==> config.mk <==
export PLATFORM = sky130hd
export DESIGN_NAME = uart_tx_fifo_flat
export DESIGN_NICKNAME = d
export VERILOG_FILES = /design/src/rtl/uart_tx_fifo_if.sv /design/src/rtl/uart_tx_fifo.sv /design/src/flat_wrapper.sv
export SDC_FILE = /design/constraint.sdc
export NUM_CORES = 1
export LEC_CHECK = 0
export ABC_AREA = 1
export CAP_MARGIN = 10
export CORE_UTILIZATION = 45
export DETAILED_ROUTE_END_ITERATION = 6
export DONT_BUFFER_PORTS = 1
export PLACE_DENSITY = 0.59
export SLEW_MARGIN = 20
export SYNTH_ARGS = -nofsm -noshare
export SYNTH_HDL_FRONTEND = slang
export SYNTH_SLANG_ARGS = --single-unit
==> constraint.sdc <==
create_clock -name clk -period 2.7 [get_ports clk]
set_input_delay 0.135 -clock clk [delete_from_list [all_inputs] [get_ports clk]]
set_output_delay 0.135 -clock clk [all_outputs]
set_load 0.05 [all_outputs]
==> src/rtl/uart_tx_fifo_if.sv <==
// CPU-side write port of the buffered UART transmitter.
// Carries the push strobe and character, and returns the FIFO status flags.
interface uart_tx_fifo_if #(
  parameter int DATA_BITS  = 8,
  parameter int FIFO_DEPTH = 8
);
  localparam int LEVEL_W = $clog2(FIFO_DEPTH) + 1;

  logic                 wr_en;
  logic [DATA_BITS-1:0] wr_data;
  logic                 full;
  logic                 empty;
  logic [LEVEL_W-1:0]   level;
  logic                 overflow;

  modport master (
    output wr_en,
    output wr_data,
    input  full,
    input  empty,
    input  level,
    input  overflow
  );

  modport slave (
    input  wr_en,
    input  wr_data,
    output full,
    output empty,
    output level,
    output overflow
  );
endinterface

==> src/rtl/uart_tx_fifo.sv <==
// Buffered UART transmitter: character FIFO feeding a tick-paced frame engine
// (start, LSB-first data, optional parity, one or two stop bits).
module uart_tx_fifo #(
  parameter int DATA_BITS  = 8,
  parameter int FIFO_DEPTH = 8
) (
  input  logic          clk,
  input  logic          rst,
  input  logic          tick,
  input  logic [1:0]    parity_mode,
  input  logic          two_stop,
  uart_tx_fifo_if.slave wr_if,
  output logic          busy,
  output logic          tx_done,
  output logic          txd
);
  localparam int PTR_W   = $clog2(FIFO_DEPTH);
  localparam int LEVEL_W = PTR_W + 1;
  localparam int CNT_W   = $clog2(DATA_BITS);
  localparam logic [CNT_W-1:0]   LAST_BIT = CNT_W'(DATA_BITS - 1);
  localparam logic [LEVEL_W-1:0] DEPTH_L  = LEVEL_W'(FIFO_DEPTH);

  typedef enum logic [2:0] {
    IDLE   = 3'd0,
    START  = 3'd1,
    DATA   = 3'd2,
    PARITY = 3'd3,
    STOP   = 3'd4
  } state_t;

  function automatic logic parity_bit(input logic [DATA_BITS-1:0] data, input logic odd);
    return (^data) ^ odd;
  endfunction

  logic [DATA_BITS-1:0] mem [FIFO_DEPTH];
  logic [PTR_W-1:0]     wr_ptr_r;
  logic [PTR_W-1:0]     rd_ptr_r;
  logic [LEVEL_W-1:0]   level_r;
  logic [LEVEL_W-1:0]   level_nxt;
  logic                 full_r;
  logic                 empty_r;
  logic                 overflow_r;
  logic                 push_s;
  logic                 pop_s;
  logic [DATA_BITS-1:0] head_s;

  state_t               state_r;
  state_t               state_nxt;
  logic [DATA_BITS-1:0] shift_r;
  logic [DATA_BITS-1:0] shift_nxt;
  logic [CNT_W-1:0]     bit_cnt_r;
  logic [CNT_W-1:0]     bit_cnt_nxt;
  logic                 stop_cnt_r;
  logic                 stop_cnt_nxt;
  logic                 par_en_r;
  logic                 par_en_nxt;
  logic                 par_bit_r;
  logic                 par_bit_nxt;
  logic                 two_r;
  logic                 two_nxt;
  logic                 txd_r;
  logic                 txd_nxt;
  logic                 done_r;
  logic                 done_nxt;
  logic                 busy_r;

  // A push is judged against the registered full flag, so a same-cycle pop never rescues it.
  assign push_s = wr_if.wr_en & ~full_r;
  assign head_s = mem[rd_ptr_r];

  assign wr_if.full     = full_r;
  assign wr_if.empty    = empty_r;
  assign wr_if.level    = level_r;
  assign wr_if.overflow = overflow_r;
  assign txd            = txd_r;
  assign busy           = busy_r;
  assign tx_done        = done_r;

  always_comb begin
    case ({push_s, pop_s})
      2'b10:   level_nxt = level_r + LEVEL_W'(1);
      2'b01:   level_nxt = level_r - LEVEL_W'(1);
      default: level_nxt = level_r;
    endcase
  end

  always_ff @(posedge clk) begin
    if (push_s) begin
      mem[wr_ptr_r] <= wr_if.wr_data;
    end
  end

  always_ff @(posedge clk or posedge rst) begin
    if (rst) begin
      wr_ptr_r   <= PTR_W'(0);
      rd_ptr_r   <= PTR_W'(0);
      level_r    <= LEVEL_W'(0);
      full_r     <= 1'b0;
      empty_r    <= 1'b1;
      overflow_r <= 1'b0;
    end else begin
      if (push_s) begin
        wr_ptr_r <= wr_ptr_r + PTR_W'(1);
      end
      if (pop_s) begin
        rd_ptr_r <= rd_ptr_r + PTR_W'(1);
      end
      level_r <= level_nxt;
      full_r  <= (level_nxt == DEPTH_L);
      empty_r <= (level_nxt == LEVEL_W'(0));
      if (wr_if.wr_en && full_r) begin
        overflow_r <= 1'b1;
      end
    end
  end

  always_comb begin
    state_nxt    = state_r;
    shift_nxt    = shift_r;
    bit_cnt_nxt  = bit_cnt_r;
    stop_cnt_nxt = stop_cnt_r;
    par_en_nxt   = par_en_r;
    par_bit_nxt  = par_bit_r;
    two_nxt      = two_r;
    txd_nxt      = txd_r;
    done_nxt     = 1'b0;
    pop_s        = 1'b0;
    if (tick) begin
      case (state_r)
        IDLE: begin
          if (!empty_r) begin
            pop_s = 1'b1;
          end else begin
            txd_nxt = 1'b1;
          end
        end
        START: begin
          txd_nxt     = shift_r[0];
          bit_cnt_nxt = CNT_W'(0);
          state_nxt   = DATA;
        end
        DATA: begin
          if (bit_cnt_r != LAST_BIT) begin
            shift_nxt   = shift_r >> 1;
            txd_nxt     = shift_r[1];
            bit_cnt_nxt = bit_cnt_r + CNT_W'(1);
          end else if (par_en_r) begin
            txd_nxt   = par_bit_r;
            state_nxt = PARITY;
          end else begin
            txd_nxt      = 1'b1;
            stop_cnt_nxt = 1'b0;
            state_nxt    = STOP;
          end
        end
        PARITY: begin
          txd_nxt      = 1'b1;
          stop_cnt_nxt = 1'b0;
          state_nxt    = STOP;
        end
        STOP: begin
          if (two_r && !stop_cnt_r) begin
            stop_cnt_nxt = 1'b1;
            txd_nxt      = 1'b1;
          end else begin
            done_nxt = 1'b1;
            // Back-to-back: the next start bit replaces the idle level on this same tick.
            if (!empty_r) begin
              pop_s = 1'b1;
            end else begin
              txd_nxt   = 1'b1;
              state_nxt = IDLE;
            end
          end
        end
        default: begin
          txd_nxt   = 1'b1;
          state_nxt = IDLE;
        end
      endcase
      if (pop_s) begin
        shift_nxt   = head_s;
        par_en_nxt  = (parity_mode == 2'b01) || (parity_mode == 2'b10);
        par_bit_nxt = parity_bit(head_s, parity_mode == 2'b10);
        two_nxt     = two_stop;
        txd_nxt     = 1'b0;
        state_nxt   = START;
      end else begin
        two_nxt = two_r;
      end
    end else begin
      state_nxt = state_r;
    end
  end

  always_ff @(posedge clk or posedge rst) begin
    if (rst) begin
      state_r <= IDLE;
    end else begin
      state_r <= state_nxt;
    end
  end

  always_ff @(posedge clk or posedge rst) begin
    if (rst) begin
      shift_r    <= {DATA_BITS{1'b0}};
      bit_cnt_r  <= CNT_W'(0);
      stop_cnt_r <= 1'b0;
      par_en_r   <= 1'b0;
      par_bit_r  <= 1'b0;
      two_r      <= 1'b0;
      txd_r      <= 1'b1;
      done_r     <= 1'b0;
      busy_r     <= 1'b0;
    end else begin
      shift_r    <= shift_nxt;
      bit_cnt_r  <= bit_cnt_nxt;
      stop_cnt_r <= stop_cnt_nxt;
      par_en_r   <= par_en_nxt;
      par_bit_r  <= par_bit_nxt;
      two_r      <= two_nxt;
      txd_r      <= txd_nxt;
      done_r     <= done_nxt;
      busy_r     <= (state_nxt != IDLE);
    end
  end
endmodule

==> src/flat_wrapper.sv <==
// flat-port wrapper written by rule: the top's interface ports become plain ports
module uart_tx_fifo_flat 
#(
  parameter int DATA_BITS  = 8,
  parameter int FIFO_DEPTH = 8
)
  (clk, rst, tick, parity_mode, two_stop, busy, tx_done, txd, wr_if_wr_en, wr_if_wr_data, wr_if_full, wr_if_empty, wr_if_level, wr_if_overflow);
  uart_tx_fifo_if #(.DATA_BITS(DATA_BITS), .FIFO_DEPTH(FIFO_DEPTH)) wr_if_i ();
  input  logic clk;
  input  logic rst;
  input  logic tick;
  input  logic [1:0] parity_mode;
  input  logic two_stop;
  output logic busy;
  output logic tx_done;
  output logic txd;
  input wire logic [$bits(wr_if_i.wr_en)-1:0] wr_if_wr_en;
  input wire logic [$bits(wr_if_i.wr_data)-1:0] wr_if_wr_data;
  output wire logic [$bits(wr_if_i.full)-1:0] wr_if_full;
  output wire logic [$bits(wr_if_i.empty)-1:0] wr_if_empty;
  output wire logic [$bits(wr_if_i.level)-1:0] wr_if_level;
  output wire logic [$bits(wr_if_i.overflow)-1:0] wr_if_overflow;
  assign wr_if_i.wr_en = wr_if_wr_en;
  assign wr_if_i.wr_data = wr_if_wr_data;
  assign wr_if_full = wr_if_i.full;
  assign wr_if_empty = wr_if_i.empty;
  assign wr_if_level = wr_if_i.level;
  assign wr_if_overflow = wr_if_i.overflow;
  uart_tx_fifo #(.DATA_BITS(DATA_BITS), .FIFO_DEPTH(FIFO_DEPTH)) u_core (.clk(clk), .rst(rst), .tick(tick), .parity_mode(parity_mode), .two_stop(two_stop), .wr_if(wr_if_i), .busy(busy), .tx_done(tx_done), .txd(txd));
endmodule
### Yosys cells after proc, flatten, opt, wreduce, memory -nomap -nowiden

Memory sizes are Yosys's and may differ from the RTL's.
Cells that the tools add are included.

| storage, ports and cells | value |
|---|---|
| memory bits (writable) | 64 |
| bits in registers | 34 |
| output and inout bits | 10 |
| memories | 1 |
| logic and storage cells | 88 |

Memory list:

| name | depth | bits a word | read ports | clocked after memory_dff | wr ports | RTL line | source |
|---|---|---|---|---|---|---|---|
| u_core.mem | 8 | 8 | 1 | 0 | 1 | uart_tx_fifo.sv:35 | `logic [DATA_BITS-1:0] mem [FIFO_DEPTH];` |

| operators by class | value |
|---|---|
| add/subtract/negate cells | 5 |
| bitwise logic cells | 3 |
| multiplexer cells | 33 |
| reductions and logical operators | 16 |
| equality and inequality tests | 14 |

Operators with widths:

| kind | count |
|---|---|
| 8-bit two-way mux | 3 |
| 3-bit two-way mux | 7 |
| 1-bit two-way mux | 17 |
| 3-bit case mux with 5 select lines | 1 |
| 3-bit by 1-bit adder with 3-bit output (second input constant) | 3 |
| 4-bit case mux with 2 select lines | 1 |
| 8-bit parity | 1 |
| 3-bit by 2-bit equality test with 1-bit output (second input constant) | 2 |
| 3-bit case mux with 2 select lines | 1 |
| 3-bit AND reduction | 2 |
| 2-bit nonzero test | 3 |
| 3-bit nonzero test | 2 |
| 5-bit AND reduction | 1 |
| 4-bit by 1-bit adder with 4-bit output (second input constant) | 1 |
| 2-bit by 1-bit equality test with 1-bit output (second input constant) | 2 |
| 2-bit equality test (second input constant) | 2 |
| 4-bit equality test (second input constant) | 1 |
| 4-bit logical NOT | 1 |
| 2-bit by 1-bit != test with 1-bit output (second input constant) | 2 |
| 2-bit != test (second input constant) | 2 |
| 1-bit case mux with 4 select lines | 1 |
| 4-bit by 1-bit subtractor with 4-bit output (second input constant) | 1 |
| 3-bit by 1-bit equality test with 1-bit output (second input constant) | 1 |
| 3-bit equality test (second input constant) | 1 |
| other kinds (11) | 12 |

### Logic depth before layout (Yosys ltp)

Gate-level depths: netlist of run 1.

| logic depth | value |
|---|---|
| depth in word-level cells | 9 |
| depth in mapped cells | 18 |
| gate-level depth less buffers | 16 |

### Least setup slack after synthesis of run 1

No wires, ideal clock.

| timing path | value |
|---|---|
| path type | register to register |
| start | register u_core.state_r[2] |
| end | register u_core.empty_r (netlist: u_core.wr_if.empty) |
| arrival time | 2.485 ns |
| stages on the path, launching flop included | 15 |
| setup slack | 0.148 ns |
| data required time | 2.633 ns |
| clock period less this slack | 2.552 ns |
| cell sequence | dfrtp_1 inv_2 o21ai_2 nor3_4 inv_6 nor2_8 ha_1 xor2_1 ha_1 a21oi_1 xor2_1 nand2_1 o21ai_0 or3_1 nor2_1 |

| on the way | value |
|---|---|
| word-level cells in the longest chain between the ends | 7 |

RTL lines:

| element | RTL line | source |
|---|---|---|
| start: declaration | uart_tx_fifo.sv:47 | `state_t state_r;` |
| start signal: assignment | uart_tx_fifo.sv:200 | `state_r <= state_nxt;` |
| 3-bit equality test or 3-bit logical NOT (tied branches) | uart_tx_fifo.sv:129 | `case (state_r)` |
| 1-bit case mux with 2 select lines (*) | uart_tx_fifo.sv:129 |  |
| 1-bit two-way mux (*) (2 in series) | uart_tx_fifo.sv:128 | `if (tick) begin` |
| 2-bit by 1-bit equality test with 1-bit output or 2-bit equality test (tied branches) | uart_tx_fifo.sv:80 | `case ({push_s, pop_s})` |
| 4-bit case mux with 2 select lines (*) | uart_tx_fifo.sv:80 |  |
| net u_core.level_nxt[2] | uart_tx_fifo.sv:39 | `logic [LEVEL_W-1:0] level_nxt;` |
| 4-bit logical NOT (*) | uart_tx_fifo.sv:110 | `empty_r <= (level_nxt == LEVEL_W'(0));` |
| end signal: assignment | uart_tx_fifo.sv:110 |  |
| end: declaration | uart_tx_fifo.sv:41 | `logic empty_r;` |

The timed path passes the listed nets; every way through them passes the cells marked *. The select of a mux whose other input is x is not followed.
A chain may end at the register's enable or synchronous reset.

### Worst setup path in the final report of run 1

| timing path | value |
|---|---|
| start | register u_core.state_r[0] |
| end | register u_core.full_r (netlist: u_core.wr_if.full) |

| on the way | value |
|---|---|
| word-level cells in the longest chain between the ends | 7 |

RTL lines:

| element | RTL line | source |
|---|---|---|
| 3-bit equality test or 3-bit logical NOT (tied branches) | uart_tx_fifo.sv:129 |  |
| 1-bit case mux with 2 select lines (*) | uart_tx_fifo.sv:129 |  |
| 1-bit two-way mux (*) (2 in series) | uart_tx_fifo.sv:128 |  |
| 2-bit by 1-bit equality test with 1-bit output or 2-bit equality test (tied branches) | uart_tx_fifo.sv:80 |  |
| 4-bit case mux with 2 select lines (*) | uart_tx_fifo.sv:80 |  |
| net u_core.level_nxt[2] | uart_tx_fifo.sv:39 |  |
| 4-bit equality test (*) | uart_tx_fifo.sv:109 | `full_r <= (level_nxt == DEPTH_L);` |
| end signal: assignment | uart_tx_fifo.sv:109 |  |
| end: declaration | uart_tx_fifo.sv:40 | `logic full_r;` |

Marked as above.

==> results of run 1 <==
[registers in the layout, indices dropped and copies added (netlist names)]
| register | flops |
|---|---|
| u_core.busy | 1 |
| u_core.tx_done | 1 |
| u_core.wr_if.level | 4 |
| u_core.stop_cnt_r | 1 |
| u_core.two_r | 1 |
| u_core.par_en_r | 1 |
| u_core.rd_ptr_r | 3 |
| u_core.state_r | 3 |
| u_core.bit_cnt_r | 3 |
| u_core.shift_r | 8 |
| u_core.par_bit_r | 1 |
| u_core.txd | 1 |
| u_core.wr_if.empty | 1 |
| u_core.wr_if.overflow | 1 |
| u_core.mem | 64 |
| u_core.wr_ptr_r | 3 |
| u_core.wr_if.full | 1 |
[cells in the final DEF, fill, tap and decap left out, types with 5 or more instances in the layout]
cell / count
a21oi_1: 5
buf_4: 17
clkbuf_1: 5
clkbuf_8: 11
dfrtp_1: 32
dlygate4sd3_1: 13
edfxtp_1: 64
ha_1: 7
inv_1: 85
nand2_1: 187
nand3_1: 51
nor2_1: 22
o21ai_0: 8
xor2_1: 5
[layer usage]
layer  track usage  up-vias  share of wire
li1              -     1719              -
met1         0.230     1513           0.43
met2         0.317       66           0.50
met3        0.0322       16          0.050
met4        0.0903        0          0.023
met5             0        -              0
[how the worst max path moves through the flow]
stage	start	to	slack (ps)	depth (start not counted)
5_1_grt	u_core.state_r[0]	u_core.wr_if.full	8	14
2_1_floorplan	u_core.state_r[2]	u_core.wr_if.empty	150	14
3_3_place_gp	u_core.state_r[2]	u_core.wr_if.full	250	14
4_1_cts	u_core.state_r[2]	u_core.wr_if.full	90	14
3_5_place_dp	u_core.state_r[2]	u_core.wr_if.full	130	14
6_report	u_core.state_r[0]	u_core.wr_if.full	170	14
[per-stage QoR]
| stage | hold slack (ps) | area [µm²] |
|---|---|---|
| 3_3_place_gp | 151 | 4990 |
| 4_1_cts | 16.9 | 5300 |
| 5_1_grt | 54.5 | 5320 |
| 3_5_place_dp | 152 | 4990 |
| 6_report | 37.7 | 5320 |
| 2_1_floorplan | 234 | 4830 |
[layout make-up]
| class | instances | area, µm² | area share |
|---|---|---|---|
| clock buffer | 16 | 170 | 0.0320 |
| sequential | 98 | 2780 | 0.522 |
| multi-input combinational | 322 | 1580 | 0.298 |
| timing repair buffer | 30 | 258 | 0.0485 |
| inverter | 92 | 360 | 0.0678 |
| tap | 136 | 170 | 0.0320 |
[worst reg2reg max path, stage by stage, from the launching register on]
cell	delay, ps
dfrtp_1	440
inv_2	100
o21ai_2	70
nor3_4	210
inv_6	90
nor2_8	90
ha_2	270
xor2_4	200
ha_1	170
a21oi_1	50
xor2_1	160
nand2_1	60
o21ai_0	100
or3_1	340
nor2_1	130
[logic make-up (layout without fill, tap and decap cells)]
logic type,Yosys count,after routing
AND/OR/NAND/NOR,274,274
buffers and inverters,107,138
flip-flops,98,98
AO/OA/AOI/OAI,32,32
adder cells (fa/ha/maj),8,8
XOR/XNOR,8,8
[power by group]
part	leakage (µW)	switching [µW]	internal (µW)
sequential	0.000983	396	1980
combinational	0.00143	1790	909
clock	0.0000850	462	389
total	0.00250	2640	3280
[what timing repair did]
action,in CTS,in global routing
setup endpoints to repair,0,2
hold buffers,13,0
endpoints found under the hold margin,104,0
setup buffers,0,0
gates resized for setup,0,3
==> results.json, run 1 <==
{
  "finalHoldViolCount": 0,
  "cp-end-kind": "flip-flop",
  "dp.cells": 665,
  "cts_tree": "yes",
  "wl_per_cell_um": 13.5,
  "yosys.area_share.adder": 0.0207,
  "cp_top_family": "simple AND/OR/NAND/NOR gates",
  "min_from": "wr_if_wr_en",
  "min_path_type": "in2reg",
  "grt_start_max_net_pins": 35,
  "path_max_fanout": 8,
  "synth_compound_area_frac": 0.0461,
  "hpwlAfterDp_mm": 6.30,
  "async_flop_share": 0.347,
  "holdPathEnd": "u_core.wr_ptr_r[1]",
  "yosysTopAreaCellShare": 0.398,
  "grt.overflow.total": 0,
  "place_ws_ps": 125,
  "wirelength_mm": 9.38,
  "fin_worst_skew_ps": 10.4,
  "required_ps": 3000,
  "syn_area_per_cell_um2": 9.17,
  "crit_type": "reg2reg",
  "vias": 3314,
  "status": "complete, no violations",
  "initial_utilization": 0.466,
  "fmax_ghz": 0.395,
  "core_um2": 10400,
  "first_iter_violations": 139,
  "core.rowCount": 37,
  "htreeDepth": 3,
  "min_path_cells": 4,
  "antenna_found_initial": 0,
  "cts_buffers": 9,
  "r2r_cells": 14,
  "timing.final.crit_share": 0.939,
  "fin_util": 0.513,
  "clk_pin_slew_ps": 90,
  "min_period_ps": 2530,
  "yosysTopAreaCell": "edfxtp_1",
  "drive_gt1_frac": 0.0950,
  "viasPerCell": 4.78,
  "ys_seq_elements": 98,
  "synthSimpleGateAreaFrac": 0.242,
  "worst_pin_slew_ps": 569,
  "synth-edff-count": 64,
  "clk_latency_ps": 360,
  "drt_first_pass_iters": 4,
  "io_pins": 25,
  "cts.sinks": 98,
  "rsz0062_at_grt": "false",
  "ys.flop_type": "edfxtp_1",
  "fp.dieArea_um2": 11200,
  "start_kind": "flip-flop",
  "clockRootBuffer": "clkbuf_8",
  "cts_buffer_depth": 2,
  "track_usage": 0.186,
  "tns_ps": 0,
  "syn-num-nets": 550,
  "reg2reg_to": "u_core.wr_if.full",
  "ys_types": 38,
  "drc_errors": 0,
  "postLayoutSetupSlackWorst_ps": 165,
  "syn-instance-count": 527,
  "drv_slew": 0,
  "ir_drop_uv": 413,
  "leakagePower_uw": 0.00250,
  "crit_buf_inv": 2,
  "ys_warn_count": 0,
  "reg2reg_setup_slack_ps": 170,
  "n_antenna_cell": 0,
  "setup_violations": 0,
  "synth.area.mux_share": 0,
  "powerDensity_nw_per_um2": 1110,
  "max_stage_delay_ps": 440,
  "gp_congestion": 0.869,
  "syn2layout_area_growth_pct": 10.0,
  "grt_pass1_vias": 3145,
  "cp_cell_sequence": "inv_2 -> o21ai_2 -> nor3_4 -> inv_6 -> nor2_8 -> ha_2 -> xor2_4 -> ha_1 -> a21oi_1 -> xor2_1 -> nand2_1 -> o21ai_0 -> or3_1 -> nor2_1",
  "stdcell_count": 694,
  "ys_top_cells_by_count": "nand2_1 (187), inv_1 (85), edfxtp_1 (64)",
  "synth_area_leaders": "edfxtp_1 (40%), dfrtp_1 (17%), nand2_1 (15%)",
  "synth_xor_area_frac": 0.0145,
  "nFillCells": 966,
  "nets": 576,
  "grt_pass1_wl_mm": 15.5,
  "slowest_stage": "dfrtp_1",
  "r2r-start": "u_core.state_r[0]",
  "worst-endpoint-arrival_ps": 2830,
  "yosysMostFrequentCell": "nand2_1",
  "max-cap-violations": 0,
  "netlist_area_um2": 4830,
  "relSlewSlack": 0.621,
  "port_buffers": 0,
  "synth_top_family_by_area": "simple AND/OR/NAND/NOR gates",
  "yosysSeqAreaShare": 0.574,
  "ant_nets": 0,
  "die_w_um": 106,
  "die_y_um": 106,
  "total_power_uw": 5920
}
Power figures use the tool's default switching activity.
==> run 2: changes to the inputs <==
Settings changed: REMOVE_ABC_BUFFERS from default to 1.
==> results.json, run 2 (synthesis gave the netlist of run 1 again) <==
{
  "syn2layout_area_growth_pct": 10.9,
  "cp-end-kind": "flip-flop",
  "wirelength_mm": 9.56,
  "finalHoldViolCount": 0,
  "cp_cell_sequence": "inv_2 -> o21ai_2 -> nor3_4 -> inv_6 -> nor2_8 -> ha_2 -> xor2_2 -> ha_1 -> a21oi_1 -> xor2_1 -> nand2_1 -> o21ai_0 -> or3_1 -> nor2_1",
  "crit_type": "reg2reg",
  "cts_setup_buffers": 0,
  "clockRootBuffer": "clkbuf_8",
  "hpwlAfterDp_mm": 6.31,
  "cts_tree": "yes",
  "required_ps": 3000,
  "setup_violations": 0,
  "ir_drop_uv": 429,
  "final_cell_mix": "nand2_1 (187), inv_1 (85), edfxtp_1 (64)",
  "wl_per_cell_um": 13.8,
  "timing.final.crit_share": 0.932,
  "first_iter_violations": 166,
  "drv_slew": 0,
  "cts_buffers": 9,
  "drc_errors": 0,
  "tns_ps": 0,
  "core_um2": 10400,
  "fp.dieArea_um2": 11200,
  "powerDensity_nw_per_um2": 1140,
  "cts_buffer_depth": 2,
  "grt_start_max_net_pins": 35,
  "total_power_uw": 6090,
  "grt_pass1_wl_mm": 16.3,
  "min_period_ps": 2520,
  "nets": 577,
  "grt.overflow.total": 0,
  "worst-endpoint-arrival_ps": 2810,
  "status": "complete, no violations",
  "vias": 3353,
  "whs_ps": 42.0,
  "die_w_um": 106,
  "min_path_type": "in2reg",
  "io_pins": 25,
  "max-cap-violations": 0,
  "gp_congestion": 0.880,
  "final_common_cell": "nand2_1",
  "relSlewSlack": 0.632,
  "htreeDepth": 3,
  "viasPerCell": 4.82,
  "nFillCells": 978,
  "start_kind": "flip-flop",
  "n_antenna_cell": 0,
  "largest_register_ffs": 64,
  "grt_pass1_vias": 3310,
  "core.rowCount": 37,
  "die_y_um": 106,
  "clk_latency_ps": 370,
  "leakagePower_uw": 0.00253,
  "cp_top_family": "simple AND/OR/NAND/NOR gates",
  "crit_buf_inv": 2,
  "top_register": "u_core.mem",
  "fmax_ghz": 0.397,
  "port_buffers": 0,
  "clk_pin_slew_ps": 90,
  "initial_utilization": 0.466,
  "max_stage_delay_ps": 430,
  "drive_gt1_frac": 0.104,
  "antenna_found_initial": 0,
  "rsz0062_at_grt": "false",
  "ant_nets": 0,
  "slowest_stage": "dfrtp_1",
  "drt_first_pass_iters": 4,
  "path_max_fanout": 8,
  "fin_worst_skew_ps": 7.88,
  "worst_pin_slew_ps": 538,
  "track_usage": 0.194,
  "cts.sinks": 98
}
[run 2: changes by cell type in the layout (fill, tap and decap cells not counted), moves of 2 or more]
cell	before	now
clkbuf_8	11	9
bufinv_16	0	2
clkinv_2	0	2
clkbuf_1	5	0
[run 2: where the power goes]
part	internal [µW]	switching (µW)
Combinational	912	1790
Clock	521	510
Sequential	1980	382
Total	3410	2680
[run 2: final cells by class]
cell class	count	area [µm²]	share of cell area
well taps	136	170	0.0318
repair buffers	31	265	0.0495
flip-flops and latches	98	2780	0.518
multi-input cells	322	1570	0.293
inverters	92	360	0.0673
clock inverters	7	91.3	0.0170
clock buffers	9	124	0.0231
[run 2: final timing paths]
kind,start,to,slack [ps],cells after the start
max,u_core.state_r[2],u_core.wr_if.full,180,14
min,wr_if_wr_en,u_core.wr_ptr_r[2],40,4
max reg2reg,u_core.state_r[2],u_core.wr_if.full,180,14
min reg2reg,u_core.par_bit_r,u_core.par_bit_r,500,2
max in group asynchronous,rst,u_core.txd,2060,3
min in group asynchronous,rst,u_core.wr_if.level[0],300,3
[run 2: worst register-to-register path: cells and delay by family (launching register included)]
family	cells	cell delay (ps)
buffers and inverters	2	210
adders and majority gates	2	400
and+or+nand+nor	5	830
xor gates and xnor gates	2	350
DFF	1	430
AOI/OAI and AO/OA	3	240
[run 2: what timing repair did]
action,in CTS,in global routing
resized for setup,0,2
endpoints found under the setup margin,0,2
hold buffers,13,0
hold endpoints to repair,104,0
[run 2: routing by layer]
metal | part of all wire | track usage | wire length, µm
met2 | 0.46 | 0.312 | 4370
met3 | 0.034 | 0.0408 | 321
met1 | 0.49 | 0.259 | 4680
met4 | 0.019 | 0.0704 | 182
met5 | 0 | 0 | 0
[run 2: stage by stage]
stage / cells / cell area [µm²] / util / setup slack (ps)
floorplan: 512 / 4700 / - / 148
global placement: 666 / 5000 / 0.482 / 244
detailed placement: 666 / 5000 / 0.482 / 143
CTS: 695 / 5350 / 0.516 / 102
global route: 695 / 5360 / 0.517 / 2.29
finish: 695 / 5360 / 0.517 / 183
